$ cat src/rtl/caliptra_prim_resp_router.sv
// ----------------------------------------------------------------------------
// caliptra_prim_resp_router
// In-order 1:N response router: tracks granted indices and steers responses.
// Revision: 1.0
// ----------------------------------------------------------------------------
`default_nettype none

module caliptra_prim_resp_router #(
  parameter int N     = 8,
  parameter int DW    = 32,
  parameter int Depth = 4,
  localparam int IdxW = (N > 1) ? $clog2(N) : 1,
  localparam int CntW = $clog2(Depth + 1)
) (
  input  logic            clk_i,
  input  logic            rst_i,
  input  logic            issue_valid_i,
  input  logic [IdxW-1:0] issue_idx_i,
  output logic            issue_ready_o,
  input  logic            rsp_valid_i,
  input  logic [DW-1:0]   rsp_data_i,
  output logic            rsp_ready_o,
  output logic [N-1:0]    valid_o,
  output logic [DW-1:0]   data_o,
  input  logic [N-1:0]    ready_i,
  output logic [CntW-1:0] outstanding_o
);

  localparam int PtrW = (Depth > 1) ? $clog2(Depth) : 1;
  localparam logic [PtrW-1:0] LAST_PTR = PtrW'(Depth - 1);

  logic [IdxW-1:0] mem_q [Depth];
  logic [PtrW-1:0] wptr_q, wptr_d, rptr_q, rptr_d;
  logic [CntW-1:0] cnt_q, cnt_d;
  logic            out_valid_q, out_valid_d;
  logic [IdxW-1:0] out_idx_q, out_idx_d;
  logic [DW-1:0]   out_data_q, out_data_d;

  logic push, pop, out_fire;

  assign issue_ready_o = (cnt_q < CntW'(Depth));
  assign push          = issue_valid_i & issue_ready_o;
  assign out_fire      = out_valid_q & ready_i[out_idx_q];
  assign rsp_ready_o   = (cnt_q != '0) & (~out_valid_q | out_fire);
  assign pop           = rsp_valid_i & rsp_ready_o;

  assign valid_o       = out_valid_q ? (N'(1) << out_idx_q) : '0;
  assign data_o        = out_data_q;
  assign outstanding_o = cnt_q;

  always_comb begin
    wptr_d      = wptr_q;
    rptr_d      = rptr_q;
    cnt_d       = cnt_q;
    out_valid_d = out_valid_q;
    out_idx_d   = out_idx_q;
    out_data_d  = out_data_q;

    if (push) begin
      wptr_d = (wptr_q == LAST_PTR) ? '0 : wptr_q + 1'b1;
    end

    // A new accept reloads the output stage in the same cycle the old one drains.
    if (pop) begin
      rptr_d      = (rptr_q == LAST_PTR) ? '0 : rptr_q + 1'b1;
      out_valid_d = 1'b1;
      out_idx_d   = mem_q[rptr_q];
      out_data_d  = rsp_data_i;
    end else if (out_fire) begin
      out_valid_d = 1'b0;
    end

    case ({push, pop})
      2'b10:   cnt_d = cnt_q + 1'b1;
      2'b01:   cnt_d = cnt_q - 1'b1;
      default: cnt_d = cnt_q;
    endcase
  end

  always_ff @(posedge clk_i) begin
    if (rst_i) begin
      wptr_q      <= '0;
      rptr_q      <= '0;
      cnt_q       <= '0;
      out_valid_q <= 1'b0;
      out_idx_q   <= '0;
      out_data_q  <= '0;
    end else begin
      wptr_q      <= wptr_d;
      rptr_q      <= rptr_d;
      cnt_q       <= cnt_d;
      out_valid_q <= out_valid_d;
      out_idx_q   <= out_idx_d;
      out_data_q  <= out_data_d;
    end
  end

  // Entry storage needs no reset: occupancy gates every read.
  always_ff @(posedge clk_i) begin
    if (push) begin
      mem_q[wptr_q] <= issue_idx_i;
    end
  end

`ifndef SYNTHESIS
  a_issue_when_full: assert property (@(posedge clk_i) disable iff (rst_i)
    !(issue_valid_i && !issue_ready_o))
    else $warning("issue dropped: tracker full");

  a_out_stable: assert property (@(posedge clk_i) disable iff (rst_i)
    (out_valid_q && !out_fire) |=> ($stable(out_idx_q) && $stable(out_data_q)));
`endif

endmodule

`default_nettype wire

$ cat config.mk
export PLATFORM = sky130hd
export DESIGN_NAME = caliptra_prim_resp_router
export DESIGN_NICKNAME = d
export VERILOG_FILES = /design/src/rtl/caliptra_prim_resp_router.sv
export SDC_FILE = /design/constraint.sdc
export NUM_CORES = 1
export LEC_CHECK = 0
export ABC_AREA = 1
export CORE_UTILIZATION = 45
export CTS_CLUSTER_DIAMETER = 100
export DETAILED_ROUTE_END_ITERATION = 7
export GPL_TIMING_DRIVEN = 0
export PLACE_DENSITY = 0.82
export SLEW_MARGIN = 20
export SYNTH_ARGS = -nofsm -noshare
export SYNTH_HDL_FRONTEND = slang
export SYNTH_SLANG_ARGS = --single-unit
$ cat constraint.sdc
create_clock -name clk_i -period 3 [get_ports clk_i]
set_input_delay 0.9 -clock clk_i [delete_from_list [all_inputs] [get_ports clk_i]]
set_output_delay 0.9 -clock clk_i [all_outputs]
set_load 0.01 [all_outputs]
After elaboration in Yosys (flattened, before gate mapping)

Memories as Yosys holds them, arrays and structs flattened. A register that Yosys moved wholly into a read port is not among the register bits.
Index checks and enable logic that the tools add are counted.

Memories: 1
Input port bits: 47
Flip-flop bits (word level): 40
Memory bits (writable): 12

$lt $le $gt $ge: 2
Muxes and demuxes: 10
Shift operators: 1
Equal/unequal tests: 4
Reductions and logical operators: 3
Add/sub/neg operators: 4
Bitwise logic cells: 6

Memories:

| name  | depth | bits a word | read ports | clocked after Yosys merged registers in | wr ports | line | text |
|---|---|---|---|---|---|---|---|
| mem_q | 4     | 3           | 1          | 1                                       | 1        | 32   | `logic [IdxW-1:0] mem_q [Depth];` |

Operator list:

| cell                  | number |
|---|---|
| $mux W8               | 1 |
| $shl A1 B3 Y8 const A | 1 |
| $eq A2 B2 Y1 const B  | 3 |
| $pmux W3 S2           | 1 |
| $mux W1               | 5 |
| $add A2 B1 Y2 const B | 2 |
| $and A1 B1 Y1         | 4 |
| $lt A3 B4 Y1 const B  | 1 |
| $mux W2               | 2 |
| $reduce_bool A2 Y1    | 2 |
| $add A3 B1 Y3 const B | 1 |
| $bmux W1 S3           | 1 |
| $lt A3 B3 Y1 const B  | 1 |
| $reduce_bool A3 Y1    | 1 |
| $sub A3 B1 Y3 const B | 1 |
| $eq A2 B1 Y1 const B  | 1 |
| $not A1 Y1            | 1 |
| $or A1 B1 Y1          | 1 |

Logic depth before layout (Yosys ltp)

Gate-level depths: netlist (run 1).

Depth after elaboration: 8
Mapped depth: 16
Depth with buffers taken out: 14

Worst setup path before layout (run 1)

Ideal clock, no wire load.

Kind: input-to-reg
Start point: in ready_i[6]
End point: reg cnt_q[2] (netlist: outstanding_o[2])
Path buffers: 1
Required time: 2.876 ns
Setup slack: 0.327 ns
Arrival time: 2.549 ns
Stages on the path: 14
Path through: nand3_1 -> nand2_1 -> nor2_1 -> nand2_1 -> nand3_4 -> nor2_8 -> buf_6 -> ha_1 -> inv_1 -> fa_1 -> a21oi_1 -> o21ai_0 -> o21ai_0 -> a21oi_1

Longest elaborated chain between the ends: 8
Elaborated cells on any way between the ends: 10
Those cells by class: eq/ne (2); mux (3); bitwise (4); reduce/logical (1)

Ends and longest elaborated chain:

| what                                                     | line | text |
|---|---|---|
| start: declaration                                       | 25   | `input logic [N-1:0] ready_i,` |
| $bmux W1 S3 (*)                                          | 43   | `assign out_fire = out_valid_q & ready_i[out_idx_q];` |
| $mux W1 (not written as such) (*)                        | 43   |  |
| $and A1 B1 Y1 (*)                                        | 43   |  |
| $or A1 B1 Y1 (*)                                         | 44   | `assign rsp_ready_o = (cnt_q != '0) & (~out_valid_q \| out_fire);` |
| $and A1 B1 Y1 (*)                                        | 44   |  |
| $and A1 B1 Y1 (*)                                        | 45   | `assign pop = rsp_valid_i & rsp_ready_o;` |
| $eq A2 B1 Y1 / $eq A2 B2 Y1 (equally long branches)      | 73   | `case ({push, pop})` |
| $pmux W3 S2 / $reduce_bool A2 Y1 (equally long branches) | -    |  |
| end signal: assignment                                   | 91   | `cnt_q <= cnt_d;` |
| end: declaration                                         | 34   | `logic [CntW-1:0] cnt_q, cnt_d;` |

Every way passes the cells marked *; elsewhere a longest branch is shown, timed or not. The select of a mux whose other input is x is not followed.
A chain may end at the register's enable or synchronous reset.

Worst setup path in the final report (run 1)

Start point: in ready_i[2]
End point: out rsp_ready_o

Longest elaborated chain between the ends: 5

Ends and longest elaborated chain:

| what                          | line | text |
|---|---|---|
| $bmux W1 S3                   | 43   |  |
| $mux W1 (not written as such) | 43   |  |
| $and A1 B1 Y1                 | 43   |  |
| $or A1 B1 Y1                  | 44   |  |
| $and A1 B1 Y1                 | 44   |  |
| end: declaration              | 22   | `output logic rsp_ready_o,` |

No other way between the ends. The select of a mux whose other input is x is not followed.

==> summary.txt, run 1 <==
Cells and area
  – Most common cell after layout, fill and taps aside: nor2_1
  – Share of cells above drive strength 1: 0.0636
  – Layout Cells excl Fill: 544
  – Diode count: 0
  – Most frequent cells in the layout: nor2_1 (105), clkdlybuf4s50_1 (90), inv_1 (58)
  – Post-route cell area: 3810 sq um
  – Area growth syn-to-layout: 41.2%
  – Post-layout nets: 525

Route
  – Vias post-DR: 2631
  – Via-to-Cell Ratio: 4.84
  – Drc violations: 0
  – DR WL/cell: 12.2 um
  – Iteration-0 DRC Markers: 146
  – Routed Antenna Nets: 0
  – Total Wirelength: 6650 um
  – Router iterations before antenna repair: 5

GRT
  – Largest net degree at the start of global routing: 18
  – Vias in the first global route: 2550
  – Antenna violations before repair: 0
  – Total grt overflow: 0
  – Total track usage: 0.229
  – First-pass GRT wire length: 11300 um

Critical path
  – Worst-path maximum fanout: 2
  – Critical path endpoint category: output port
  – CP most frequent cell: inv_1
  – Highest cell delay on the worst timing path: 0.47 ns
  – Critical Path RT: 2.10 ns
  – Slowest-stage cell, CP: clkdlybuf4s50_1
  – CP startpoint kind: input port
  – Cells along the critical path: clkdlybuf4s50_1 > nand3_1 > nand2_1 > inv_1 > nand3_2 > nand3_4 > inv_1 > buf_2
  – CP arrival: 2.01 ns
  – Crit Path Class: in -> out

CTS
  – # clock sinks: 55
  – Hold_buf cts: 0
  – CTS clock-pin slew for the worst setup and hold paths: 0.10 ns
  – Clock buffer depth: 2
  – TritonCTS clock tree: yes
  – H-tree Lvls: 2
  – Clk root buf: clkbuf_8
  – Latest clock arrival within the worst-skew pair: 0.31 ns
  – Cts bufs inserted: 5

Floorplanning
  – Die Span X: 79.5 um
  – Placement Rows: 27
  – Core area: 5640 sq um
  – Top Ports: 92
  – Starting Density: 0.479
  – DIE AREA: 6320 sq um
  – Die Y-Extent: 79.5 um

Synth
  – Adder-cell share of the synthesized area: 0.0352
  – Synth async-reset ratio: 0
  – Syn Nets: 425
  – Largest family of logic cells by synthesized area: simple AND/OR/NAND/NOR gates
  – Seq/Total Area, Yosys: 0.452
  – Simple-Gate Fraction of Synth Area: 0.349
  – Area share of xor/xnor cells in the synthesized design: 0
  – Syn Inst Count: 371
  – Top area cells in the synthesized netlist: dfxtp_1 (32%), nor2_1 (15%), edfxtp_1 (13%), nand4_1 (8.6%), inv_1 (8.1%)
  – Compound-Gate Fraction of Synth Area: 0.0375
  – Area leader, netlist: dfxtp_1
  – Top cell type's share of synthesized area: 0.319
  – Avg Cell Area, Syn: 7.28 sq um
  – Synth cell types: 24
  – Post-synth EDFFs: 12
  – Register bit count reported by yosys: 55
  – Cell Area, Synth: 2700 sq um
  – Synth Flop Type: dfxtp_1
  – Yosys Warn Count: 0
  – Mux contribution to synthesized area: 0

Run status
  – Status: complete, no violations

STA
  – Final period utilization: 0.970
  – Clock Skew: 0.0126 ns
  – Worst hold slack: 0.487 ns
  – Fin worst setup slack: 0.0909 ns
  – Worst-Margin Slew: 0.484 ns
  – FMAX: 344 MHz
  – Hold Vio Cnt, Final: 0
  – Setup violators final: 0
  – Setup TNS Final: 0 ns
  – Fin. max-slew vios: 0
  – Normalized max-slew margin: 0.677
  – RSZ-0062 raised after global routing: false
  – Final min period: 2.91 ns

Pwr
  – Leakage power: 1.71 nW
  – Max VDD drop: 0.542 mV
  – Power density over cell area: 907 nW/um^2

Placed design
  – Routability-driven placement congestion ratio: 0.758
  – DP Worst Slack: -0.370 ns
  – PortBufs: 91
  – Dpl hpwl: 5010 um
  – Placed Instances: 534
  – Post-DP Area: 3700 sq um

Job
  – Maxcap violations: 0

Hold path
  – Hold crit path type: reg -> reg
[through the flow]
step	total power, mW	util
after floorplan	2.28	-
after global placement	2.96	0.656
after detailed placement	3.02	0.656
after CTS	3.46	0.674
after global routing	3.76	0.676
final	3.46	0.676
[repair_timing]
action	CTS	global route
setup buffers	1	1
setup endpoints to repair	2	1
resized for setup	4	4
pin swaps	0	1
[layout make-up]
class | instances | area [sq um]
clock buffers | 7 | 86.3
fillers | 506 | 1830
multi-input cells | 235 | 1140
plain buffers | 20 | 118
repair buffers | 93 | 921
inverters | 61 | 229
clock inverters | 1 | 8.76
flip-flops and latches | 55 | 1220
well taps | 72 | 90.1
[flip-flops by register name (all words and copies together), names as in the netlist]
register and count:
out_idx_q 3, outstanding_o 3, data_o 32, mem_q 12, wptr_q 2, out_valid_q 1
rptr_q 2
[metal layers]
layer,wire length [um],global-route usage
met2,3310,0.397
met5,0,0
met4,83,0.0618
met3,397,0.0560
met1,2860,0.282
[cell families after synthesis]
kind of cell / count (synthesis)
AO/OA/AOI/OAI: 19
adder cells (fa/ha/maj): 7
buffers and inverters: 81
flip-flops: 55
AND/OR/NAND/NOR: 209
[worst paths after layout]
path	cells past startpoint	end	from	slack, ns
max	8	rsp_ready_o	ready_i[2]	0.09
min	2	data_o[2]$_SDFFE_PP0P_	data_o[2]$_SDFFE_PP0P_	0.49
max reg2reg	16	outstanding_o[2]$_SDFFE_PP0P_	out_idx_q[0]$_SDFFE_PP0P_	0.75
min reg2reg	2	data_o[2]$_SDFFE_PP0P_	data_o[2]$_SDFFE_PP0P_	0.49
[synth_stat cells (6+ instances only)]
master and instances:
inv_1 58, nand4_1 37, nand2_1 52, o21ai_0 10
nor2_1 105, nand3_1 9, clkbuf_1 8, ha_1 6
a21oi_1 7, edfxtp_1 12, dfxtp_1 43
[where the power goes]
part | internal [mW] | switching [mW] | total (mW)
Sequential | 1.00 | 0.134 | 1.14
Clock | 0.191 | 0.247 | 0.438
Combinational | 0.859 | 1.03 | 1.88
Total | 2.05 | 1.41 | 3.46
[critical path: cells and delay by family]
family | cells | cell delay, ns
buffers and inverters | 4 | 0.71
AND/OR/NAND/NOR | 4 | 0.40
No activity file was read; power rests on OpenSTA's default activity.
==> run 2, diff against run 1 <==
Settings changed: GPL_TIMING_DRIVEN 0 to not set.
Clock period 3 ns to 2.85 ns, I/O delays scaled along.
==> run 2 against run 1 <==
Clock-buffer cell count up 1. First-iteration DRC count is 15% lower. Highest routed layer unchanged. Critical path depth is the same. Final cell count down 1.7%. Critical endpoint unchanged. Total power grew 4.9%. Routed wire length fell by 2.6%.
==> summary.txt, run 2 (synthesis results as in run 1) <==
Critical path
  – Highest cell delay on the worst timing path: 0.47 ns
  – Critical path endpoint category: output port
  – Setup slack, reg-to-reg: 0.43 ns
  – CP most frequent cell: nand2_1
  – Slowest-stage cell, CP: clkdlybuf4s50_1
  – CP top delay family: buffers and inverters
  – Cells along the critical path: clkdlybuf4s50_1 > nand3_2 > nand2_1 > nor2_1 > nand2_1 > nand3_4 > inv_1 > buf_2
  – Worst-path maximum fanout: 2
  – CP arrival: 1.93 ns
  – Worst Reg-to-Reg Cells: 14
  – Buffers & Inverters on Critical Path: 3
  – CP startpoint kind: input port
  – Critical Path RT: 2.00 ns
  – Crit path depth: 8
  – Crit Path Class: in -> out

Floorplanning
  – Top Ports: 92
  – Placement Rows: 27
  – DIE AREA: 6320 sq um
  – Starting Density: 0.479
  – Die Y-Extent: 79.5 um
  – Die Span X: 79.5 um
  – Core area: 5640 sq um

Route
  – Iteration-0 DRC Markers: 124
  – Vias post-DR: 2595
  – Total Wirelength: 6480 um
  – Drc violations: 0
  – Via-to-Cell Ratio: 4.85
  – Router iterations before antenna repair: 4
  – Routed Antenna Nets: 0
  – DR WL/cell: 12.1 um

STA
  – Worst-Margin Slew: 0.439 ns
  – Fin worst setup slack: 0.0669 ns
  – Final min period: 2.78 ns
  – Final period utilization: 0.977
  – FMAX: 359 MHz
  – Clock Skew: 0.00624 ns
  – Fin. max-slew vios: 0
  – Normalized max-slew margin: 0.707
  – Hold Vio Cnt, Final: 0
  – Setup violators final: 0

GRT
  – First-pass GRT wire length: 10500 um
  – Total track usage: 0.212
  – Vias in the first global route: 2378
  – Largest net degree at the start of global routing: 38
  – Total grt overflow: 0
  – Antenna violations before repair: 0

CTS
  – # clock sinks: 55
  – Cts bufs inserted: 5
  – TritonCTS clock tree: yes
  – CTS clock-pin slew for the worst setup and hold paths: 0.09 ns
  – H-tree Lvls: 2
  – Clock buffer depth: 2
  – Latest clock arrival within the worst-skew pair: 0.30 ns
  – Clk root buf: clkbuf_8

Cells and area
  – Core Util, Final: 0.679
  – Layout Cells excl Fill: 535
  – Most frequent cells in the layout: nor2_1 (105), clkdlybuf4s50_1 (89), inv_1 (57)
  – Share of cells above drive strength 1: 0.0842
  – Post-layout nets: 516
  – Diode count: 0
  – Area growth syn-to-layout: 41.7%
  – Most common cell after layout, fill and taps aside: nor2_1
  – Largest register FFs: 32

Placed design
  – Dpl hpwl: 4490 um
  – DP Worst Slack: -0.343 ns
  – Routability-driven placement congestion ratio: 0.759
  – PortBufs: 91
  – Placed Instances: 526

Job
  – Maxcap violations: 0

Pwr
  – Combinational share of power: 0.532
  – Total power: 3.63 mW
  – Power density over cell area: 948 nW/um^2
  – Clk network pwr share: 0.127
  – Leakage power: 1.71 nW
  – Int Power: 2.16 mW
  – Sw frac: 0.404
  – Max VDD drop: 0.604 mV
  – Psw: 1.47 mW
  – Sequential share of power: 0.341

Hold path
  – Min-Delay Path Depth: 2
  – Hold crit path type: reg -> reg

Run status
  – Status: complete, no violations
[run 2: cell types whose count changed in the layout (fill, tap and decap cells not counted), moves of 3 or more]
cell	before	now
nand3_2	1	5
buf_4	3	13
nand3_1	9	5
clkbuf_1	9	2
buf_6	3	0
buf_2	5	1
buf_1	3	0
[run 2: area by class of cell]
cell class                      count  area [sq um]
Clock buffer                        8           101
Inverter                           61           229
Timing Repair Buffer              104          1010
Tap cell                           72          90.1
Multi-Input combinational cell    235          1180
Fill cell                         497          1810
Sequential cell                    55          1220
[run 2: power by group through the flow]
stage / Clock [mW] / Sequential (mW) / Combinational [mW]
6_report: 0.460 / 1.24 / 1.93
5_1_grt: 0.509 / 1.27 / 2.16
4_1_cts: 0.482 / 1.23 / 1.89
3_5_place_dp: 0 / 1.25 / 1.89
3_3_place_gp: 0 / 1.24 / 1.84
2_1_floorplan: 0 / 1.29 / 1.11
[run 2: final timing paths]
check	from	endpoint
max	ready_i[6]	rsp_ready_o
min	data_o[4]$_SDFFE_PP0P_	data_o[4]$_SDFFE_PP0P_
max reg2reg	out_idx_q[1]$_SDFFE_PP0P_	outstanding_o[2]$_SDFFE_PP0P_
min reg2reg	data_o[4]$_SDFFE_PP0P_	data_o[4]$_SDFFE_PP0P_
[run 2: routing by layer]
metal | wire length, um | global-route usage
met2 | 3190 | 0.382
met4 | 40 | 0.0382
met5 | 0 | 0
met3 | 464 | 0.0526
met1 | 2780 | 0.256
[run 2: worst min-delay path, cell delays in order (launching register included)]
cell and delay (ns):
dfxtp_1 0.32, nor2_1 0.09, nor2_1 0.05
[run 2: metrics by stage]
step	hold WS [ns]	TNS, ns	area (sq um)
after floorplan	0.491	0	2700
after global placement	0.461	-0.568	3680
after detailed placement	0.470	-0.853	3680
after CTS	0.489	0	3790
after global routing	0.515	-0.0161	3830
final	0.486	0	3830
[run 2: what timing repair did]
item / CTS / global route
hold buffers: 0 / 0
resized for setup: 6 / 11
buffers inserted: 1 / 0
pin swaps: 2 / 4
endpoints found under the setup margin: 1 / 1
==> run 3, diff against run 2 <==
Settings changed: SLEW_MARGIN 20 to not set.
==> results of run 3 <==
No change in the layout: final DEF, timing and power equal those of run 2.
